File: src/rtl/sa_pkg.sv
// Shared types and defaults for the systolic-array sequencer.
// sa_array_ctrl and sa_skew_mask both import this package.
package sa_pkg;

    typedef enum logic [2:0] {
        IDLE,
        CLR,
        LOADB,
        RUN,
        FIN,
        ABRT
    } sa_state_e;

    localparam int SA_N      = 4;
    localparam int SA_MW     = 8;
    localparam int SA_PE_LAT = 7;

    // Never returns 0, so a 1x1 array still gets a 1-bit row address.
    function automatic int sa_clog2(input int value);
        int r;
        r = 1;
        while ((1 << r) < value) r++;
        return r;
    endfunction

endpackage

File: src/rtl/sa_skew_mask.sv
// Lane k of the skewed A feed carries vector t-k, so it is live for k <= t < k+M.
// Purely combinational; the A-feeder uses the same block.
module sa_skew_mask
    import sa_pkg::*;
#(
    parameter int N  = SA_N,
    parameter int MW = SA_MW
) (
    input  logic [MW:0]   step,
    input  logic [MW-1:0] m_len,
    output logic [N-1:0]  lane_valid
);

    localparam int SW = MW + 1;

    // The comparison is done in MW+1 bits so that t-k can never wrap.
    always_comb begin
        lane_valid = '0;
        for (int k = 0; k < N; k++) begin
            lane_valid[k] = (step >= SW'(k)) && ((step - SW'(k)) < {1'b0, m_len});
        end
    end

endmodule

File: src/rtl/sa_array_ctrl.sv
// Job sequencer for the N x N systolic array: clear, load B, stream skewed A, then drain.
// Every output is registered and is computed from the next state, so it lines up with state_q.
module sa_array_ctrl
    import sa_pkg::*;
#(
    parameter int N      = SA_N,
    parameter int MW     = SA_MW,
    parameter int PE_LAT = SA_PE_LAT,
    localparam int RW    = sa_clog2(N)
) (
    input  logic          clk,
    input  logic          rst_n,
    input  logic          start,
    input  logic [MW-1:0] m_len,
    input  logic          abort,
    output logic          busy,
    output logic          done,
    output logic          aborted,
    output logic          err_len,
    output logic          data_clear,
    output logic [N-1:0]  b_we,
    output logic [RW-1:0] b_row,
    output logic          en_shift_right,
    output logic          en_shift_bottom,
    output logic [MW:0]   a_step,
    output logic [N-1:0]  a_lane_valid,
    output logic          out_valid,
    output logic [MW:0]   out_step
);

    localparam int SW = MW + 1;
    localparam logic [SW-1:0] OUT_OFS  = SW'(PE_LAT + N);
    localparam logic [SW-1:0] N_S      = SW'(N);
    localparam logic [RW-1:0] LAST_ROW = RW'(N - 1);

    sa_state_e     state_q, state_d;
    logic [RW-1:0] row_q, row_d;
    logic [SW-1:0] step_q, step_d;
    logic [MW-1:0] m_q, m_d;

    logic [SW-1:0] m_ext, t_end, rel_t;
    logic [N-1:0]  lane_mask;

    logic          busy_q, busy_d, done_q, done_d, aborted_q, aborted_d;
    logic          err_len_q, err_len_d, clear_q, clear_d, shift_q, shift_d;
    logic [N-1:0]  b_we_q, b_we_d, lanes_q, lanes_d;
    logic [RW-1:0] b_row_q, b_row_d;
    logic [SW-1:0] a_step_q, a_step_d, out_step_q, out_step_d;
    logic          out_valid_q, out_valid_d;

    assign m_ext = {1'b0, m_q};
    assign t_end = OUT_OFS + m_ext + N_S - SW'(2);
    assign rel_t = step_d - OUT_OFS;

    sa_skew_mask #(.N(N), .MW(MW)) u_skew (
        .step       (step_d),
        .m_len      (m_q),
        .lane_valid (lane_mask)
    );

    always_comb begin
        state_d   = state_q;
        row_d     = '0;
        step_d    = '0;
        m_d       = m_q;
        err_len_d = 1'b0;
        case (state_q)
            IDLE: begin
                if (start) begin
                    if (m_len != '0) begin
                        m_d     = m_len;
                        state_d = CLR;
                    end else begin
                        err_len_d = 1'b1;
                    end
                end
            end
            CLR:   state_d = LOADB;
            LOADB: begin
                if (row_q == LAST_ROW) state_d = RUN;
                else                   row_d   = row_q + RW'(1);
            end
            RUN: begin
                if (step_q == t_end) state_d = FIN;
                else                 step_d  = step_q + SW'(1);
            end
            FIN:     state_d = IDLE;
            ABRT:    state_d = IDLE;
            default: state_d = IDLE;
        endcase
        // Abort overrides every other transition; a job that is still idle cannot be aborted.
        if (abort && (state_q != IDLE) && (state_q != ABRT)) begin
            state_d = ABRT;
            row_d   = '0;
            step_d  = '0;
        end

        busy_d      = (state_d != IDLE);
        done_d      = (state_d == FIN);
        aborted_d   = (state_d == ABRT);
        clear_d     = (state_d == CLR) || (state_d == ABRT);
        shift_d     = (state_d == RUN);
        b_we_d      = (state_d == LOADB) ? (N'(1) << row_d) : '0;
        b_row_d     = (state_d == LOADB) ? row_d : '0;
        a_step_d    = (state_d == RUN) ? step_d : '0;
        lanes_d     = (state_d == RUN) ? lane_mask : '0;
        out_valid_d = (state_d == RUN) && (step_d >= OUT_OFS) &&
                      (rel_t < (m_ext + N_S - SW'(1)));
        out_step_d  = out_valid_d ? rel_t : '0;
    end

    always_ff @(posedge clk or negedge rst_n) begin
        if (!rst_n) begin
            state_q     <= IDLE;
            row_q       <= '0;
            step_q      <= '0;
            m_q         <= '0;
            busy_q      <= 1'b0;
            done_q      <= 1'b0;
            aborted_q   <= 1'b0;
            err_len_q   <= 1'b0;
            clear_q     <= 1'b0;
            shift_q     <= 1'b0;
            b_we_q      <= '0;
            b_row_q     <= '0;
            a_step_q    <= '0;
            lanes_q     <= '0;
            out_valid_q <= 1'b0;
            out_step_q  <= '0;
        end else begin
            state_q     <= state_d;
            row_q       <= row_d;
            step_q      <= step_d;
            m_q         <= m_d;
            busy_q      <= busy_d;
            done_q      <= done_d;
            aborted_q   <= aborted_d;
            err_len_q   <= err_len_d;
            clear_q     <= clear_d;
            shift_q     <= shift_d;
            b_we_q      <= b_we_d;
            b_row_q     <= b_row_d;
            a_step_q    <= a_step_d;
            lanes_q     <= lanes_d;
            out_valid_q <= out_valid_d;
            out_step_q  <= out_step_d;
        end
    end

    assign busy            = busy_q;
    assign done            = done_q;
    assign aborted         = aborted_q;
    assign err_len         = err_len_q;
    assign data_clear      = clear_q;
    assign b_we            = b_we_q;
    assign b_row           = b_row_q;
    assign en_shift_right  = shift_q;
    assign en_shift_bottom = shift_q;
    assign a_step          = a_step_q;
    assign a_lane_valid    = lanes_q;
    assign out_valid       = out_valid_q;
    assign out_step        = out_step_q;

endmodule

File: config.mk
export PLATFORM = sky130hd
export DESIGN_NAME = sa_array_ctrl
export DESIGN_NICKNAME = d
export VERILOG_FILES = /design/src/rtl/sa_pkg.sv /design/src/rtl/sa_skew_mask.sv /design/src/rtl/sa_array_ctrl.sv
export SDC_FILE = /design/constraint.sdc
export NUM_CORES = 1
export LEC_CHECK = 0
export ABC_AREA = 1
export BUFFER_PORTS_ARGS = -buffer_cell sky130_fd_sc_hd__buf_2
export CAP_MARGIN = 20
export CORE_UTILIZATION = 53
export CTS_CLUSTER_SIZE = 16
export DETAILED_ROUTE_END_ITERATION = 8
export HOLD_SLACK_MARGIN = 0.05
export PLACE_DENSITY = 0.74
export SYNTH_ARGS = -nofsm -noshare
export SYNTH_HDL_FRONTEND = slang
export SYNTH_SLANG_ARGS = --single-unit
File: constraint.sdc
create_clock -name clk -period 3.7 [get_ports clk]
set_input_delay 0.185 -clock clk [delete_from_list [all_inputs] [get_ports clk]]
set_output_delay 0.185 -clock clk [all_outputs]
set_load 0.01 [all_outputs]
==> results of run 1 <==
## cells in the mapped netlist, drive strengths merged
cell    number
o31ai        1
a21boi       1
inv         84
o22ai        1
dfrtp       57
xnor2        5
clkbuf       2
xor2        22
nor3b        2
a211oi       3
o21ai       10
o221ai       1
nand3b       3
nor3         9
nor4         3
nand4        4
clkinv       3
o211ai       5
nor2        63
ha          47
or2          1
a21oi       27
o21a         1
nand2      130
nand3       31
buf          3
## layer usage
metal / share of wire, % / track usage, % / vias up
met3: 7.3 / 6.002 / 28
met1: 43 / 36.50 / 1699
li1: - / - / 1827
met4: 3.3 / 10.97 / 0
met2: 46 / 46.01 / 136
met5: 0 / 0 / -
## through the flow
step | util [%] | TNS (ns) | power (mW) | hold WS, ns | std cells
after global routing | 67.55 | -0.2945 | 3.126 | 0.1151 | 711
after global placement | 61.50 | 0 | 2.111 | 0.2533 | 680
after floorplan | - | 0 | 1.766 | -0.1106 | 519
final | 67.55 | 0 | 2.889 | 0.1045 | 711
after detailed placement | 61.50 | -0.3750 | 2.161 | 0.2630 | 680
after CTS | 64.34 | 0 | 2.752 | 0.09964 | 697
## worst min-delay path by stage
stage                     startpoint                         to  slack [ns]  cells after the start
after floorplan                rst_n  a_lane_valid[0]$_DFF_PN0_       -0.11                      0
after global placement         rst_n      out_step[6]$_DFF_PN0_        0.25                      1
after detailed placement       rst_n      out_step[8]$_DFF_PN0_        0.26                      1
after CTS                      start          err_len$_DFF_PN0_         0.1                      2
after global routing           start          err_len$_DFF_PN0_        0.12                      2
final                          start          err_len$_DFF_PN0_        0.10                      2
## power by group
group	switching, mW	internal, mW	total, mW
Clock	0.280	0.309	0.588
Sequential	0.0895	0.718	0.808
Combinational	0.907	0.586	1.49
## state kept, by name (all words and copies together), names as in the netlist, 2 cells and up
register,count
b_row,2
row_q,2
a_lane_valid,4
a_step,9
state_q,3
out_step,9
b_we,4
step_q,9
m_q,8
## timing repair
item,4_1_cts,5_1_grt
pin swaps,0,17
endpoints found under the setup margin,9,11
resized for setup,1,30
hold endpoints to repair,28,0
hold buffers,1,0
buffers inserted,0,13
gates cloned,0,1
## final cells by class
| type | instances | area (um2) | share of cell area (%) |
|---|---|---|---|
| clock buffers | 9 | 123.9 | 2.515 |
| clock inverters | 7 | 71.32 | 1.448 |
| inverters | 87 | 326.6 | 6.629 |
| multi-input cells | 371 | 2360 | 47.90 |
| flip-flops and latches | 57 | 1428 | 28.98 |
| well taps | 99 | 123.9 | 2.515 |
| repair buffers | 81 | 493.0 | 10.01 |
## cell families (layout without fill, tap and decap cells)
family	Yosys count	after routing	synth area share [%]
AO/OA/AOI/OAI	50	50	7.488
XOR/XNOR	27	27	5.897
adder cells (fa/ha/maj)	47	47	14.66
buffers and inverters	92	184	9.017
flip-flops	57	57	35.57
AND/OR/NAND/NOR	246	247	27.36
==> key figures, run 1 <==
Outcome
  – Status: completed

GRT
  – GRT Overall Usage: between 20 and 30%
  – Largest net degree at the start of global routing: 30
  – First-pass GRT wire length: ~16000 um
  – Grt ovf: 0
  – Antenna violations before repair: 0
  – Vias in the first global route: ~3300

Cells and area
  – Nets@finish: roughly 670
  – Antenna cells: 0
  – Share of post-route cells with drive strength above 1: between 20% and 30%
  – Commonest cells after routing, fill and taps aside: nand2_1, inv_1, dfrtp_1, nor2_1, buf_2
  – Finished Cell Area: around 5000 um2
  – Fillers: around 620
  – Most common cell after layout, fill and taps aside: nand2_1
  – Layout overhead on the synthesized area: 22.84%

Die
  – Top-Level Pins: between 40 and 50
  – Die Height: approximately 89 um
  – Initial Utilization: between 50% and 60%
  – Die area: between 7000 and 8000 um2
  – Die Width: 88.99 um
  – Row Count: 31
  – Total core area: roughly 7300 um2

Clock network
  – Root Buffer: clkbuf_8
  – Max Root-Sink Buffers: 2
  – CTS sink count: 57
  – Cts bufs inserted: 9
  – Clk pin slew, worst setup/hold paths: about 0.07 ns
  – Worst skew pair latency: ~0.35 ns
  – H-tree Lvls: 3
  – CTS tree: done

Routing
  – Initial drt markers: roughly 210
  – DR WL/cell: approximately 15 um
  – Routed Antenna Nets: 0
  – Total Wirelength: about 11000 um
  – Pre-antenna DRT Iters: 4
  – Vias: around 3700
  – DRC: 0
  – Vias per cell: 5.190

Critical path
  – Reg-to-Reg Start: m_q[0]$_DFFE_PN0P_
  – CP Launch Type: flip-flop
  – Worst Path Required: between 3 and 4 ns
  – CP max-delay cell: dfrtp_2
  – CP Depth: 25
  – Worst Setup SP: m_q[0]$_DFFE_PN0P_
  – Critical path type: flip-flop to flip-flop
  – R2R depth: 25
  – FF-to-FF End: out_step[6]$_DFF_PN0_
  – Element type at the critical path end: flip-flop
  – Max incr delay on CP: ~0.46 ns
  – Cell mode on critical path: nand2_2
  – Worst R2R Setup Slack: about 0.14 ns
  – CP endpoint: out_step[6]$_DFF_PN0_
  – WP data arrival: 3.84 ns
  – Critical path peak fanout: 7
  – Number of buffers and inverters on the critical path: 4
  – Crit-path leading delay family: simple AND/OR/NAND/NOR gates

Timing
  – Worst rel slew slack: between 50% and 60%
  – Max Clk Rate: approximately 280 MHz
  – Setup Viol. Count Final: 0
  – Tightest Pin Transition: ~0.66 ns
  – Tmin final: between 3 and 4 ns
  – Slew Limit Fails: 0
  – Clock skew: 0.009754 ns
  – Final WS setup: approximately 0.14 ns
  – Final period util: 96.14%
  – Hold Violations, Final: 0

Power and ir drop
  – P_leak: slightly below 3 nW
  – Peak VDD IR: 0.0003707 V
  – Pwr dens: ~600 nW/um2

Yosys
  – Top-area cell type share of the netlist area: between 30 and 40%
  – Mapped cell area: around 4000 um2
  – Cell taking the most area after synthesis: dfrtp_1
  – Area contributors post-synth: dfrtp_1, ha_1, nand2_1, inv_1, nor2_1
  – Netlist cell types: 39
  – #FFs+latches synth: 57
  – Number of synthesis warnings: 0
  – Synthesized area per cell: approximately 7.7 um2
  – Post-Syn Instances: just over 500
  – Register area share after synthesis: between 30% and 40%
  – Syn Nets: about 580

Placement
  – Final Wtd Congestion: 0.9552
  – DPL Wire Length: between 7000 and 8000 um
  – Cell Area, Placed: ~4500 um2
  – PortBufs: 47
  – Dpl ws: -0.07018 ns

Hold path
  – Worst hold path class: input pin to flip-flop

Job
  – Max_cap viols: 0
(Power assumes the default switching activity.)
==> inputs of run 2 (changes only) <==
Settings changed: ABC_AREA 1 to 0, CORE_UTILIZATION 53 to 54.
==> run 2 against run 1 <==
  * The flow now finishes with violations (setup timing)
  * Sequential share of layout area decreased by 3.9 points
  * Via count rose by 9.7%
  * Clock-buffer cell count is 4 higher
  * Total power rose by 4.6%
  * Clock skew grew 0.0010 ns
  * Highest routed layer unchanged
==> key figures, run 2 <==
GRT
  – Largest net degree at the start of global routing: 58 (was 30)
  – Antenna violations before repair: 0 (unchanged)
  – Vias in the first global route: 3773 (was 3326)
  – First-pass GRT wire length: 19590 um (was 16240 um)
  – Grt ovf: 0 (unchanged)
  – GRT Overall Usage: 30.75% (was 28.10%)

Routing
  – Vias: 4047 (was 3690)
  – Initial drt markers: 414 (was 212)
  – DRC: 0 (unchanged)
  – Pre-antenna DRT Iters: 5 (was 4)
  – Routed Antenna Nets: 0 (unchanged)
  – Vias per cell: 5.840 (was 5.190)
  – Total Wirelength: 12450 um (was 10640 um)
  – DR WL/cell: 17.96 um (was 14.96 um)

Yosys
  – Synth cell count leaders: dfrtp_1, ha_1, nand2_1, nor2_1, o21ai_0 (was nand2_1, inv_1, nor2_1, dfrtp_1, ha_1)
  – Register area share after synthesis: 33.53% (was 35.57%)
  – Post-Syn Instances: 466 (was 519)
  – Number of synthesis warnings: 0 (unchanged)
  – Most common cell in the synthesized netlist: dfrtp_1 (was nand2_1)
  – Mapped cell area: 4254 um2 (was 4010 um2)
  – Cell taking the most area after synthesis: dfrtp_1 (unchanged)
  – Netlist cell types: 66 (was 39)
  – Top-area cell type share of the netlist area: 33.53% (was 35.57%)
  – Syn Nets: 525 (was 578)
  – Area contributors post-synth: dfrtp_1, ha_1, xnor2_1, nand2_1, o21ai_0 (was dfrtp_1, ha_1, nand2_1, inv_1, nor2_1)
  – Ys async rst share: 100.0% (unchanged)
  – Synthesized area per cell: 9.129 um2 (was 7.727 um2)
  – Number of synthesized flops with an enable pin: 0 (unchanged)
  – #FFs+latches synth: 57 (unchanged)
  – Top FF cell, synth: dfrtp_1 (unchanged)

Cells and area
  – Most common cell after layout, fill and taps aside: buf_4 (was nand2_1)
  – Antenna cells: 0 (unchanged)
  – Commonest cells after routing, fill and taps aside: buf_4, dfrtp_1, buf_2, nand2_1, ha_1 (was nand2_1, inv_1, dfrtp_1, nor2_1, buf_2)
  – Layout overhead on the synthesized area: 34.15% (was 22.84%)
  – Share of post-route cells with drive strength above 1: 38.72% (was 25.98%)
  – Nets@finish: 648 (was 666)
  – Fillers: 532 (was 616)

Placement
  – Final Wtd Congestion: 0.9441 (was 0.9552)
  – DPL Wire Length: 8897 um (was 7769 um)
  – PortBufs: 47 (unchanged)
  – Dpl ws: -0.3378 ns (was -0.07018 ns)

Critical path
  – Critical path peak fanout: 8 (was 7)
  – FF-to-FF End: out_step[2]$_DFF_PN0_ (was out_step[6]$_DFF_PN0_)
  – Number of buffers and inverters on the critical path: 3 (was 4)
  – Worst Path Required: 3.97 ns (was 3.98 ns)
  – Worst Setup SP: m_q[1]$_DFFE_PN0P_ (was m_q[0]$_DFFE_PN0P_)
  – Worst R2R Setup Slack: -0.19 ns (was 0.14 ns)
  – Max incr delay on CP: 0.45 ns (was 0.46 ns)
  – CP endpoint: out_step[2]$_DFF_PN0_ (was out_step[6]$_DFF_PN0_)
  – WP data arrival: 4.16 ns (was 3.84 ns)
  – CP Launch Type: flip-flop (unchanged)
  – Critical path type: flip-flop to flip-flop (unchanged)
  – Element type at the critical path end: flip-flop (unchanged)
  – CP max-delay cell: dfrtp_2 (unchanged)
  – R2R depth: 22 (was 25)
  – CP Depth: 22 (was 25)
  – Crit-path leading delay family: compound AO/OA/AOI/OAI gates (was simple AND/OR/NAND/NOR gates)
  – Cell Chain, Critical Path: buf_4 > a211oi_4 > a32oi_1 > nor3b_2 > a311oi_2 > o21a_2 > nand2_8 > inv_8 > ha_4 > nor2b_4 > nand2b_4 > xnor2_2 > nand2b_4 > inv_2 > ha_4 > a21o_1 > a21oi_2 > nor2b_1 > o21ai_1 > a21oi_1 > or2_4 > nor2b_2
  – Reg-to-Reg Start: m_q[1]$_DFFE_PN0P_ (was m_q[0]$_DFFE_PN0P_)

Clock network
  – H-tree Lvls: 3 (unchanged)
  – Cts bufs inserted: 9 (unchanged)
  – CTS tree: done (unchanged)
  – Root Buffer: clkbuf_8 (unchanged)
  – CTS sink count: 57 (unchanged)
  – Worst skew pair latency: 0.34 ns (was 0.35 ns)
  – Clk pin slew, worst setup/hold paths: 0.07 ns (about the same)
  – Max Root-Sink Buffers: 2 (unchanged)

Die
  – Die area: 8236 um2 (was 7918 um2)
  – Die Width: 90.76 um (was 88.99 um)
  – Row Count: 31 (unchanged)
  – Total core area: 7447 um2 (was 7292 um2)
  – Die Height: 90.76 um (was 88.99 um)
  – Initial Utilization: 57.12% (was 54.99%)
  – Top-Level Pins: 48 (unchanged)

Hold path
  – Worst hold path class: input pin to flip-flop (unchanged)
  – Min-delay src: m_len[1] (was start)

Power and ir drop
  – Peak VDD IR: 0.0004083 V (was 0.0003707 V)
  – Pwr dens: 529.8 nW/um2 (was 586.5 nW/um2)
  – P_leak: 2.804 nW (was 2.886 nW)

Outcome
  – Violated checks: setup timing
  – Status: complete, but fails checks (was completed)

Timing
  – Final period util: 105.1% (was 96.14%)
  – Worst rel slew slack: 52.71% (was 55.91%)
  – Setup tns final: -1.676 ns (was 0 ns)
  – Tightest Pin Transition: 0.7094 ns (was 0.6614 ns)
  – Max Clk Rate: 257.0 MHz (was 281.1 MHz)
  – RSZ-0062 raised after global routing: true
  – Slew Limit Fails: 0 (unchanged)
  – Hold Violations, Final: 0 (unchanged)
  – Setup Viol. Count Final: 11 (was 0)
  – Clock skew: 0.01080 ns (was 0.009754 ns)
  – Tmin final: 3.890 ns (was 3.557 ns)
  – Final WS setup: -0.1905 ns (was 0.1427 ns)

Job
  – Max_cap viols: 0 (unchanged)
==> run 2: changes by cell type after synthesis, sizes merged, moves of 6 or more <==
cell	before	now
a21o	0	10
and2	0	6
and3	0	7
buf	3	17
clkbuf	2	8
inv	84	21
nand2	130	45
nand2b	0	8
nand3	31	13
nor2	63	36
nor2b	0	11
o21ai	10	34
xnor2	5	27
xor2	22	13
==> run 2: stage by stage <==
| stage | cell area [um2] | hold slack (ns) | util (%) | instances | power, mW |
|---|---|---|---|---|---|
| 6_report | 5707 | 0.06303 | 76.63 | 693 | 3.023 |
| 5_1_grt | 5707 | 0.07350 | 76.63 | 693 | 3.224 |
| 4_1_cts | 5535 | 0.05888 | 74.33 | 689 | 2.877 |
| 3_5_place_dp | 5182 | 0.3640 | 69.59 | 666 | 2.279 |
| 3_3_place_gp | 5182 | 0.3556 | 69.59 | 666 | 2.240 |
| 2_1_floorplan | 4398 | -0.1106 | - | 466 | 1.758 |
==> run 2: cells by family (layout without fill, tap and decap cells) <==
| logic type | after synthesis | after routing | synth area share, % |
|---|---|---|---|
| AO/OA/AOI/OAI | 104 | 104 | 15.97 |
| XOR/XNOR | 40 | 40 | 8.853 |
| adder cells (fa/ha/maj) | 47 | 47 | 13.82 |
| buffers and inverters | 46 | 174 | 5.618 |
| flip-flops | 57 | 57 | 33.53 |
| multiplexers | 5 | 5 | 1.177 |
| AND/OR/NAND/NOR | 167 | 167 | 21.03 |
==> run 2: power by group <==
| group | switching (mW) | internal (mW) | leakage (nW) |
|---|---|---|---|
| Sequential | 0.0891 | 0.716 | 0.769 |
| Clock | 0.260 | 0.260 | 0.0834 |
| Combinational | 0.923 | 0.776 | 1.95 |
==> run 2: what timing repair did <==
item / CTS / global route
buffers inserted: 6 / 5
pin swaps: 15 / 12
setup endpoints to repair: 13 / 13
resized for setup: 28 / 28
hold buffers: 1 / 0
endpoints found under the hold margin: 57 / 0
==> run 2: worst register-to-register path: stages (launching register included) <==
cell	delay (ns)
dfrtp_2	0.45
buf_4	0.17
a211oi_4	0.30
a32oi_1	0.18
nor3b_2	0.19
a311oi_2	0.07
o21a_2	0.29
nand2_8	0.10
inv_8	0.04
ha_4	0.14
nor2b_4	0.12
nand2b_4	0.16
xnor2_2	0.14
nand2b_4	0.14
inv_2	0.06
ha_4	0.19
a21o_1	0.18
a21oi_2	0.14
nor2b_1	0.06
o21ai_1	0.14
a21oi_1	0.10
or2_4	0.32
nor2b_2	0.14
==> run 2: final cells by class <==
type                       count  area [um2]  area share (%)
multi-input combinational    363        2954           51.76
sequential                    57        1430           25.06
timing repair buffer         137       940.9           16.49
clock buffer                  13       148.9           2.609
tap                           99       123.9           2.171
inverter                      21       91.34           1.601
clock inverter                 3       17.52          0.3070
==> run 2: how the worst min path moves through the flow <==
stage / slack, ns / endpoint / depth (start not counted)
after global placement: 0.36 / b_we[1]$_DFF_PN0_ / 2
after detailed placement: 0.36 / b_we[0]$_DFF_PN0_ / 2
after CTS: 0.06 / m_q[1]$_DFFE_PN0P_ / 3
after global routing: 0.07 / m_q[6]$_DFFE_PN0P_ / 3
after floorplan: -0.11 / a_lane_valid[0]$_DFF_PN0_ / 0
final: 0.06 / m_q[1]$_DFFE_PN0P_ / 3
==> run 2: per-layer routing <==
metal  GRT usage [%]  vias up  wire length [um]
li1                -     1883                 -
met1           41.34     1928              5426
met2           48.17      200              5680
met3           6.397       36               925
met4           12.37        0               417
met5               0        -                 0
==> inputs of run 3 (changes only) <==
Settings changed: SKIP_CTS_REPAIR_TIMING set to 1.
==> run 3 against run 2 <==
  * The flow finishes with violations (hold timing, setup timing)
  * Clock-buffer cell count stayed put
  * Sequential share of layout area up 0.34 points
  * Clock power down 1%
  * Critical path depth fell by 1
  * Combinational power is 3% lower
  * Global-route usage fell by 1.2 points
  * Total power is 1.7% lower
  * Non-clock buffer count down 6
  * Worst hold slack worse by 0.082 ns
  * Final area shrank 1.3%
  * Register-to-register slack is essentially flat
==> key figures, run 3 (synthesis results as in run 2) <==
Routing
  – DR WL/cell: 17.48 um (was 17.96 um)
  – Vias per cell: 5.758 (was 5.840)
  – Initial drt markers: 263 (was 414)
  – DRC: 0 (unchanged)
  – Pre-antenna DRT Iters: 7 (was 5)
  – Routed Antenna Nets: 0 (unchanged)
  – Total Wirelength: 12010 um (was 12450 um)
  – Vias: 3956 (was 4047)

Clock network
  – Worst skew pair latency: 0.34 ns (about the same)
  – Max Root-Sink Buffers: 2 (unchanged)
  – Cts bufs inserted: 9 (unchanged)
  – CTS tree: done (unchanged)
  – H-tree Lvls: 3 (unchanged)
  – CTS sink count: 57 (unchanged)
  – Root Buffer: clkbuf_8 (unchanged)
  – Clk pin slew, worst setup/hold paths: 0.07 ns (about the same)

Outcome
  – Status: complete, but fails checks (unchanged)
  – Violated checks: hold timing, setup timing (was setup timing)

Critical path
  – Cell mode on critical path: ha_4
  – CP endpoint: out_step[2]$_DFF_PN0_ (unchanged)
  – Worst R2R Setup Slack: -0.19 ns (about the same)
  – WP data arrival: 4.16 ns (about the same)
  – Reg-to-Reg Start: m_q[1]$_DFFE_PN0P_ (unchanged)
  – Max incr delay on CP: 0.45 ns (about the same)
  – R2R depth: 21 (was 22)
  – CP Launch Type: flip-flop (unchanged)
  – Crit-path leading delay family: simple AND/OR/NAND/NOR gates (was compound AO/OA/AOI/OAI gates)
  – Cell Chain, Critical Path: ha_4 > nor3_4 > xor2_1 > nor4_1 > a311oi_2 > o21a_4 > nand2_2 > ha_4 > nor2b_4 > nand2b_4 > xnor2_2 > nand2b_4 > inv_2 > ha_4 > a21o_1 > a21oi_2 > nor2b_1 > o21ai_1 > a21oi_1 > or2_4 > nor2b_2 (was buf_4 > a211oi_4 > a32oi_1 > nor3b_2 > a311oi_2 > o21a_2 > nand2_8 > inv_8 > ha_4 > nor2b_4 > nand2b_4 > xnor2_2 > nand2b_4 > inv_2 > ha_4 > a21o_1 > a21oi_2 > nor2b_1 > o21ai_1 > a21oi_1 > or2_4 > nor2b_2)
  – Number of buffers and inverters on the critical path: 1 (was 3)
  – Element type at the critical path end: flip-flop (unchanged)
  – Worst Setup SP: m_q[1]$_DFFE_PN0P_ (unchanged)
  – Worst Path Required: 3.97 ns (about the same)
  – CP Depth: 21 (was 22)
  – CP max-delay cell: dfrtp_2 (unchanged)
  – FF-to-FF End: out_step[2]$_DFF_PN0_ (unchanged)
  – Critical path peak fanout: 8 (unchanged)
  – Critical path type: flip-flop to flip-flop (unchanged)

Timing
  – Final WS setup: -0.1911 ns (was -0.1905 ns)
  – Tightest Pin Transition: 0.6932 ns (was 0.7094 ns)
  – WHS: -0.01909 ns (was 0.06303 ns)
  – Slew Limit Fails: 0 (unchanged)
  – Worst rel slew slack: 53.79% (was 52.71%)
  – Setup Viol. Count Final: 11 (unchanged)
  – Tmin final: 3.891 ns (was 3.890 ns)
  – RSZ-0062 raised after global routing: true (unchanged)
  – Clock skew: 0.01081 ns (was 0.01080 ns)
  – Hold Violations, Final: 48 (was 0)
  – Max Clk Rate: 257.0 MHz (about the same)
  – Final period util: 105.2% (was 105.1%)

Power and ir drop
  – Peak VDD IR: 0.0004019 V (was 0.0004083 V)
  – Cell Int Power: 1.732 mW (was 1.752 mW)
  – Sw Share: 41.71% (was 42.05%)
  – Pwr dens: 527.2 nW/um2 (was 529.8 nW/um2)
  – Clk pwr share: 17.3% (was 17.2%)
  – P_leak: 2.772 nW (was 2.804 nW)
  – NetSw: 1.239 mW (was 1.271 mW)
  – Tot Pwr: 2.971 mW (was 3.023 mW)
  – Logic pwr share: 55.6% (was 56.2%)
  – Register share of total power: 27.1% (was 26.6%)

Cells and area
  – Share of post-route cells with drive strength above 1: 37.93% (was 38.72%)
  – Commonest cells after routing, fill and taps aside: buf_4, dfrtp_1, buf_2, nand2_1, ha_1 (unchanged)
  – Antenna cells: 0 (unchanged)
  – Finished Cell Area: 5634 um2 (was 5707 um2)
  – Layout overhead on the synthesized area: 32.44% (was 34.15%)
  – Most common cell after layout, fill and taps aside: buf_4 (unchanged)
  – Core Util, Final: 75.66% (was 76.63%)
  – Nets@finish: 642 (was 648)

GRT
  – Grt ovf: 0 (unchanged)
  – Antenna violations before repair: 0 (unchanged)
  – First-pass GRT wire length: 18810 um (was 19590 um)
  – GRT Overall Usage: 29.53% (was 30.75%)
  – Vias in the first global route: 3656 (was 3773)
  – Largest net degree at the start of global routing: 58 (unchanged)

Placement
  – Final Wtd Congestion: 0.9441 (unchanged)
  – PortBufs: 47 (unchanged)
  – Cell Area, Placed: 5182 um2 (unchanged)
  – DPL Wire Length: 8897 um (unchanged)
  – Dpl ws: -0.3378 ns (unchanged)

Die
  – Top-Level Pins: 48 (unchanged)
  – Row Count: 31 (unchanged)
  – Total core area: 7447 um2 (unchanged)
  – Initial Utilization: 57.12% (unchanged)
  – Die area: 8236 um2 (unchanged)
  – Die Height: 90.76 um (unchanged)
  – Die Width: 90.76 um (unchanged)

Hold path
  – Worst hold path class: input pin to asynchronous set/reset pin (was input pin to flip-flop)

Job
  – Max_cap viols: 0 (unchanged)
run 3: power groups by stage:
stage / clock network [mW] / logic (mW) / registers [mW]
5_1_grt: 0.546 / 1.81 / 0.816
3_3_place_gp: 0 / 1.44 / 0.802
3_5_place_dp: 0 / 1.47 / 0.806
6_report: 0.514 / 1.65 / 0.805
4_1_cts: 0.519 / 1.48 / 0.795
2_1_floorplan: 0 / 0.962 / 0.796
run 3: stage by stage:
stage	TNS, ns	std cells
detailed placement	-3.202	666
CTS	-3.912	682
finish	-1.738	687
floorplan	-1.188	466
global route	-3.699	687
global placement	-2.452	666
run 3: worst min path at each step:
stage | start | to | cells past startpoint
detailed placement | rst_n | b_we[0]$_DFF_PN0_ | 2
global route | rst_n | b_we[1]$_DFF_PN0_ | 2
floorplan | rst_n | a_lane_valid[0]$_DFF_PN0_ | 0
CTS | rst_n | b_we[1]$_DFF_PN0_ | 2
finish | rst_n | b_we[1]$_DFF_PN0_ | 2
global placement | rst_n | b_we[1]$_DFF_PN0_ | 2
run 3: per-layer routing:
layer | up-vias | track usage [%] | part of all wire [%]
li1 | 1871 | - | -
met1 | 1883 | 40.38 | 44
met2 | 179 | 45.45 | 46
met3 | 23 | 6.313 | 6.8
met4 | 0 | 11.56 | 2.9
met5 | - | 0 | 0
run 3: area by class of cell:
| class | count | area [um2] |
|---|---|---|
| clock buffers | 13 | 148.9 |
| flip-flops and latches | 57 | 1431 |
| clock inverters | 3 | 17.52 |
| fillers | 554 | 1813 |
| multi-input cells | 363 | 2938 |
| repair buffers | 131 | 888.4 |
| inverters | 21 | 86.33 |
| well taps | 99 | 123.9 |
